<file path="src/rtl/dht11_read_scheduler.sv">
// Single-shot DHT11 read sequencer: releases the sensor interface for a fixed
// window, validates the captured 40-bit frame and returns a coded response.
//
// state    | meaning
// ---------+-------------------------------------------------------------
// IDLE     | ready for a command; gap counter keeps running
// GAP_WAIT | holds off until MIN_GAP_CYCLES have passed since the last read
// ACQUIRE  | sensor interface out of reset, counting the acquisition window
// CHECK    | interface back in reset; classify the captured frame
// RESPOND  | pending response is issued as a one-cycle strobe next cycle
module dht11_read_scheduler #(
    parameter int unsigned READ_WAIT_CYCLES = 2_500_000,
    parameter int unsigned MIN_GAP_CYCLES   = 100_000_000,
    parameter int unsigned CNT_W            = 27
) (
    input  logic        clk,
    input  logic        rst,
    input  logic        req_valid,
    output logic        req_ready,
    input  logic [7:0]  req_cmd,
    output logic        sensor_rst_n,
    input  logic [39:0] sensor_data,
    output logic        resp_valid,
    output logic [7:0]  resp_code,
    output logic [7:0]  resp_data,
    output logic        busy
);

    localparam logic [CNT_W-1:0] GAP_MAX  = CNT_W'(MIN_GAP_CYCLES);
    localparam logic [CNT_W-1:0] WAIT_END = CNT_W'(READ_WAIT_CYCLES - 1);

    localparam logic [7:0] CMD_TEMP     = 8'h01;
    localparam logic [7:0] CMD_HUM      = 8'h02;
    localparam logic [7:0] CMD_STATUS   = 8'h03;
    localparam logic [7:0] RESP_FAULT   = 8'hE0;
    localparam logic [7:0] RESP_CSUM    = 8'hE1;
    localparam logic [7:0] RESP_INVALID = 8'hEE;

    typedef enum logic [2:0] {
        IDLE,
        GAP_WAIT,
        ACQUIRE,
        CHECK,
        RESPOND
    } state_t;

    state_t           state_q, state_d;
    logic [CNT_W-1:0] gap_q;
    logic [CNT_W-1:0] wait_q;
    logic [7:0]       cmd_q;
    logic [39:0]      frame_q;
    logic [7:0]       code_q, code_d;
    logic [7:0]       data_q, data_d;
    logic [7:0]       frame_sum;
    logic             cmd_ok;

    // 8-bit context: carries out of the checksum sum are dropped
    assign frame_sum = frame_q[39:32] + frame_q[31:24] + frame_q[23:16] + frame_q[15:8];
    assign cmd_ok    = (req_cmd == CMD_TEMP) || (req_cmd == CMD_HUM) || (req_cmd == CMD_STATUS);

    assign req_ready = (state_q == IDLE);
    assign busy      = (state_q != IDLE);

    always_comb begin
        state_d = state_q;
        code_d  = code_q;
        data_d  = data_q;
        unique case (state_q)
            IDLE: begin
                if (req_valid) begin
                    if (cmd_ok) begin
                        state_d = GAP_WAIT;
                    end else begin
                        state_d = RESPOND;
                        code_d  = RESP_INVALID;
                        data_d  = 8'h00;
                    end
                end
            end
            GAP_WAIT: begin
                if (gap_q == GAP_MAX) state_d = ACQUIRE;
            end
            ACQUIRE: begin
                if (wait_q == WAIT_END) state_d = CHECK;
            end
            CHECK: begin
                state_d = RESPOND;
                if ((frame_q == 40'hFF_FFFF_FFFF) || (frame_q == 40'h0)) begin
                    code_d = RESP_FAULT;
                    data_d = 8'hFF;
                end else if (frame_q[7:0] != frame_sum) begin
                    code_d = RESP_CSUM;
                    data_d = frame_q[7:0];
                end else if (cmd_q == CMD_TEMP) begin
                    code_d = CMD_TEMP;
                    data_d = frame_q[23:16];
                end else if (cmd_q == CMD_HUM) begin
                    code_d = CMD_HUM;
                    data_d = frame_q[39:32];
                end else begin
                    code_d = CMD_STATUS;
                    data_d = 8'h00;
                end
            end
            RESPOND: begin
                state_d = IDLE;
            end
            default: begin
                state_d = IDLE;
            end
        endcase
    end

    always_ff @(posedge clk or posedge rst) begin
        if (rst) begin
            state_q      <= IDLE;
            gap_q        <= '0;
            wait_q       <= '0;
            cmd_q        <= 8'h00;
            frame_q      <= 40'h0;
            code_q       <= 8'h00;
            data_q       <= 8'h00;
            sensor_rst_n <= 1'b0;
            resp_valid   <= 1'b0;
            resp_code    <= 8'h00;
            resp_data    <= 8'h00;
        end else begin
            state_q      <= state_d;
            code_q       <= code_d;
            data_q       <= data_d;
            sensor_rst_n <= (state_d == ACQUIRE);

            // gap restarts on the edge that releases the sensor interface
            if ((state_q == GAP_WAIT) && (state_d == ACQUIRE)) begin
                gap_q <= '0;
            end else if (gap_q != GAP_MAX) begin
                gap_q <= gap_q + CNT_W'(1);
            end

            if (state_q == ACQUIRE) begin
                wait_q <= wait_q + CNT_W'(1);
            end else begin
                wait_q <= '0;
            end

            if ((state_q == IDLE) && req_valid) begin
                cmd_q <= req_cmd;
            end

            if ((state_q == ACQUIRE) && (state_d == CHECK)) begin
                frame_q <= sensor_data;
            end

            resp_valid <= (state_q == RESPOND);
            if (state_q == RESPOND) begin
                resp_code <= code_q;
                resp_data <= data_q;
            end
        end
    end

endmodule

</file>
<file path="config.mk">
export PLATFORM = sky130hd
export DESIGN_NAME = dht11_read_scheduler
export DESIGN_NICKNAME = d
export VERILOG_FILES = /design/src/rtl/dht11_read_scheduler.sv
export SDC_FILE = /design/constraint.sdc
export NUM_CORES = 1
export LEC_CHECK = 0
export CAP_MARGIN = 10
export CORE_ASPECT_RATIO = 1.1
export CORE_MARGIN = 2
export CORE_UTILIZATION = 61
export CTS_CLUSTER_DIAMETER = 40
export DETAILED_ROUTE_END_ITERATION = 10
export PLACE_DENSITY = 0.95
export RECOVER_POWER = 100
export SETUP_SLACK_MARGIN = 0.2
export SKIP_CTS_REPAIR_TIMING = 1
export SYNTH_ARGS = -nofsm -noshare
export SYNTH_HDL_FRONTEND = slang
export SYNTH_SLANG_ARGS = --single-unit
export TNS_END_PERCENT = 20
</file>
<file path="constraint.sdc">
create_clock -name clk -period 8.72 [get_ports clk]
set_input_delay 1.308 -clock clk [delete_from_list [all_inputs] [get_ports clk]]
set_output_delay 1.308 -clock clk [all_outputs]
set_load 0.05 [all_outputs]
</file>
**Word-level counts from Yosys, hierarchy flattened**

Index checks and enable logic that the tools add are counted.

- Register bits after elaboration: 139
- Input bits: 51

- Add/subtract/negate cells: 5
- Equality and inequality tests: 18
- Mux-type cells: 22
- Reductions and logical operators: 12

Operator list:

| kind | count |
|---|---|
| $mux 27 | 3 |
| $mux 8 | 10 |
| $add 27x1->27 const B | 2 |
| $eq 40x40->1 const B | 1 |
| $logic_not 40->1 | 1 |
| $pmux 8 s2 | 2 |
| $eq 27x22->1 const B | 1 |
| $eq 27x27->1 const B | 1 |
| $ne 27x27->1 const B | 1 |
| $add 8x8->8 | 3 |
| $eq 8x2->1 const B | 3 |
| $eq 8x1->1 const B | 2 |
| $eq 3x2->1 const B | 4 |
| $mux 3 | 4 |
| $pmux 3 s4 | 1 |
| $ne 8x8->1 | 1 |
| $ne 2x2->1 const B | 2 |
| $reduce_bool 2->1 | 2 |
| $eq 3x1->1 const B | 1 |
| $eq 3x3->1 const B | 1 |
| $logic_and 1x1->1 | 3 |
| $logic_not 3->1 | 1 |
| $logic_or 1x1->1 | 3 |
| $reduce_and 3->1 | 1 |
| other kinds (3) | 3 |

**Longest topological paths before layout**

- Word-level depth: 9
- Depth in mapped cells: 12

**Worst setup path after synthesis**

Ideal clock, no wire load.

- Kind: register to register
- Start point: register frame_q[9]
- End point: register data_q[1]
- Library setup time: 67 ps
- Data arrival time: 3,628 ps
- Slack: 5,025 ps
- Cell stages (with the launch flop): 13
- Buffers on the path: 0
- Period minus slack after synthesis: 3,695 ps
- Path through: dfrtp_1 -> fa_1 -> inv_1 -> fa_1 -> inv_1 -> ha_1 -> fa_1 -> nand3_1 -> nand2_1 -> xnor2_1 -> or4_1 -> nor4_2 -> a221o_1

- Cells in the longest elaborated chain, start to end: 5
- Elaborated cells between the ends (all ways): 8
- Those cells by class: add/sub: 1; eq/ne: 2; mux: 3; reduce/logical: 2

RTL lines:

| what | RTL line | text |
|---|---|---|
| start, declared | 51 | `logic [39:0] frame_q;` |
| start signal, assigned | 151 | `frame_q <= sensor_data;` |
| $add 8x8->8 | 58 | `assign frame_sum = frame_q[39:32] + frame_q[31:24] + frame_q[23:16] + frame_q[15:8];` |
| $ne 8x8->1 | 91 | `end else if (frame_q[7:0] != frame_sum) begin` |
| $mux 8 | 91 |  |
| $mux 8 (*) | 88 | `if ((frame_q == 40'hFF_FFFF_FFFF) \|\| (frame_q == 40'h0)) begin` |
| $pmux 8 s2 (*) | 68 | `unique case (state_q)` |
| end signal, assigned | 130 | `data_q <= data_d;` |
| end, declared | 53 | `logic [7:0] data_q, data_d;` |

Mark *: on every way between the ends. The rest lies on a longest branch, timed or not.
A chain may end at the register's enable or synchronous reset.

**Final worst setup path**

- Start point: register frame_q[9]
- End point: register data_q[2]

Same word-level chain as after synthesis.

==> results.cfg <==
[clock_network]
clkLatencyLatePin_ps = 420
clockBufferDepth = 2
clk_pin_slew_ps = 50
cts_root_buffer = clkbuf_16
cts_sinks = 131
cts_made_buffers = 17
htreeDepth = 4
cts_tree = yes

[min_path]
hold_depth = 1
holdCritStartpoint = wait_q[0]
worstHoldPathType = flop to flop
min_to = wait_q[0]

[setup_path]
cp_max_fo = 8
crit_required_ps = 9070
worstPathArrival_ps = 4870
timing.rr.end = data_q[2]
rrSetupSlack_ps = 4200
cp_cell_sequence = fa_1 -> inv_1 -> fa_1 -> inv_1 -> ha_1 -> fa_1 -> nand3_1 -> nand2_1 -> xnor2_1 -> or4_1 -> nor4_1 -> a221o_1
max_stage_delay_ps = 1060
path_common_cell = fa_1
crit_slowest_cell = nor4_1
r2r_cells = 12
reg2reg_from = frame_q[9]
end_kind = flop
start_kind = flop
crit_type = flop to flop

[floorplan]
fp-row-count = 39
core_area_mm2 = 0.0104
dieArea_mm2 = 0.0116
io_pins = 71
start_util_pct = 62.9
die_h_um = 113
die_x_um = 103

[placed_design]
dp_slack_ps = 4720
dp_hpwl_mm = 10.5
place_congestion = 0.938
placement.io_buffers = 69
place_area_mm2 = 0.00735

[global_routing]
grt_use_total_pct = 28.4
grt_first_pass_wirelength_mm = 25.1
antenna_found_initial = 0
grt_max_degree = 74
grt.overflow.total = 0
grt_pass1_vias = 5091

[synthesis]
ys_warn_count = 0
synth_edf_count = 0
syn_inst = 580
synth_ff_type = dfrtp_1
synth_fp_nets = 655
async_reset_ff_share_pct = 100
seq_area_frac_synth_pct = 49.9
synth_cell_type_count = 47
syn_area_per_cell_um2 = 11.3
synth-seq-cells = 131
synth_area_mm2 = 0.00657

[timing]
rsz0062_at_grt = no
holdWs_ps = 496
fin_tns_setup_ps = 0
setup_viol = 0
finalClockSkew_ps = 8.16
fmax_ghz = 0.221
worstMarginPinSlew_ps = 2550
relSlewSlack_pct = -71.0
drv_slew = 150
setup_ws_ps = 4200
hold_viol_final = 0
min_period_ps = 4520
min_period_over_period_pct = 51.8

[pwr]
peakVddDrop_uv = 113
p_per_area_mw_per_mm2 = 169
leakage_uw = 0.00372

[cells_and_area]
synthToLayoutAreaGrowth_pct = 20.4
drive_gt1_share_pct = 13.0
diodes = 0
final_area_mm2 = 0.00791
fin_nets = 725

[route]
routed_wl_mm = 15.1
ant_nets = 0
drt_iter0_markers = 292
vias_per_cell = 6.04
num_vias = 4850
wire_per_inst_um = 18.8
firstDrtPassIters = 5
drc_errors = 0

[status]
violations = capacitance limit, slew limit
run_status = finished, violations left

[flow_run]
max_cap_violations = 5
==> sequential cells by signal, indices dropped and copies added (netlist names) <==
name and cells:
cmd_q 8, code_q 4, data_q 8, frame_q 40, gap_q 27, resp_code 4
resp_data 8, resp_valid 1, sensor_rst_n 1, state_q 3, wait_q 27
==> logic make-up (layout without fill, tap and decap cells) <==
logic type | count (synthesis) | after routing | share of synthesized area [%]
and+or+nand+nor | 210 | 210 | 16.9
DFF | 131 | 131 | 49.9
xor gates and xnor gates | 64 | 64 | 8.53
muxes | 58 | 58 | 9.92
AOI/OAI and AO/OA | 52 | 52 | 5.64
buffers and inverters | 40 | 120 | 2.87
adders and majority gates | 24 | 24 | 6.17
other | 1 | 1 | 0.0571
==> cells in the final DEF, fill, tap and decap left out, types with 2 or more instances in the layout <==
| cell | count |
|---|---|
| dfrtp_1 | 131 |
| nor2_1 | 54 |
| mux2_2 | 54 |
| clkdlybuf4s50_1 | 47 |
| nand2_1 | 33 |
| xnor2_1 | 33 |
| xor2_1 | 31 |
| nand4_1 | 28 |
| nand3_1 | 25 |
| dlygate4sd3_1 | 22 |
| nor4_1 | 19 |
| inv_1 | 19 |
| clkbuf_16 | 17 |
| fa_1 | 14 |
| o21ai_0 | 12 |
| ha_1 | 10 |
| a21o_1 | 9 |
| and3_1 | 9 |
| a21oi_1 | 8 |
| a22o_1 | 8 |
| a221o_1 | 8 |
| or3_1 | 7 |
| or4_1 | 5 |
| nor3_1 | 5 |
| clkbuf_8 | 5 |
| and2_0 | 3 |
| nor2b_1 | 3 |
| nor4b_1 | 3 |
| mux2_1 | 3 |
| and4_1 | 3 |
| and2_1 | 3 |
| clkinv_2 | 3 |
| clkbuf_1 | 3 |
| a31oi_1 | 2 |
| nand2b_1 | 2 |
| nor3b_1 | 2 |
| bufinv_16 | 2 |
==> per-stage QoR <==
step	std cells	power [uW]	utilization, %
final	803	1340	75.7
after global routing	803	1380	75.7
after CTS	803	1350	75.9
after detailed placement	774	657	70.4
after global placement	774	655	70.4
after floorplan	580	630	-
==> critical path: cells and delay by family, from the launching register on <==
family	cells	cell delay, ps
flip-flops	1	420
AO/OA/AOI/OAI	1	300
adder cells (fa/ha/maj)	4	1670
AND/OR/NAND/NOR	4	1800
XOR/XNOR	1	160
buffers and inverters	2	100
==> area by class of cell <==
cell class	instances	area [um^2]
Multi-Input combinational cell	409	3100
Timing Repair Buffer	71	702
Sequential cell	131	3280
Clock buffer	24	502
Inverter	20	76.3
Tap cell	143	179
Fill cell	675	2530
Clock inverter	5	75.1
==> how the worst max path moves through the flow <==
stage,startpoint,end,slack (ps),cells after the start
2_1_floorplan,rst,cmd_q[0],3910,1
3_3_place_gp,frame_q[9],data_q[3],4840,12
3_5_place_dp,frame_q[9],data_q[2],4720,12
4_1_cts,frame_q[9],data_q[2],4630,12
5_1_grt,frame_q[9],data_q[7],4060,12
6_report,frame_q[9],data_q[2],4200,12
==> cells in the mapped netlist, types with 2 or more instances <==
master | instances | share of area (%)
nand4_1 | 28 | 2.7
nor4_1 | 18 | 1.7
nor3b_1 | 2 | 0.23
nor2_1 | 54 | 3.1
and2_1 | 6 | 0.57
mux2_2 | 55 | 9.4
xnor2_1 | 33 | 4.4
nor4b_1 | 3 | 0.40
or2_2 | 2 | 0.19
and4_1 | 3 | 0.40
buf_4 | 4 | 0.46
buf_6 | 3 | 0.51
xor2_1 | 31 | 4.1
nand2_1 | 33 | 1.9
dfrtp_1 | 131 | 50
a21o_1 | 9 | 1.0
nand3_1 | 25 | 1.9
a22o_1 | 8 | 1.1
clkbuf_1 | 11 | 0.63
a31oi_1 | 2 | 0.19
mux2_1 | 2 | 0.34
a21oi_1 | 8 | 0.61
nor3_1 | 5 | 0.38
ha_1 | 10 | 1.9
nor2b_1 | 3 | 0.29
or3_1 | 7 | 0.67
o21ai_0 | 12 | 0.91
a221o_1 | 8 | 1.2
and3_1 | 9 | 0.86
fa_1 | 14 | 4.3
inv_1 | 20 | 1.1
or4_1 | 5 | 0.57
nand2b_1 | 2 | 0.19
==> report_power, final <==
part | switching, uW | internal [uW] | total (uW)
registers | 0 | 609 | 609
clock network | 242 | 452 | 694
logic | 17.2 | 19.9 | 37.0
==> per-layer routing <==
layer | share of wire [%] | up-vias | track usage, % | wire, um
li1 | - | 2189 | - | -
met1 | 40 | 2440 | 35.8 | 6020
met4 | 3.2 | 0 | 12.0 | 487
met2 | 52 | 176 | 47.0 | 7790
met5 | 0 | - | 0 | 0
met3 | 5.4 | 45 | 6.49 | 819
Note: power is estimated with default switching activity, not from simulation.
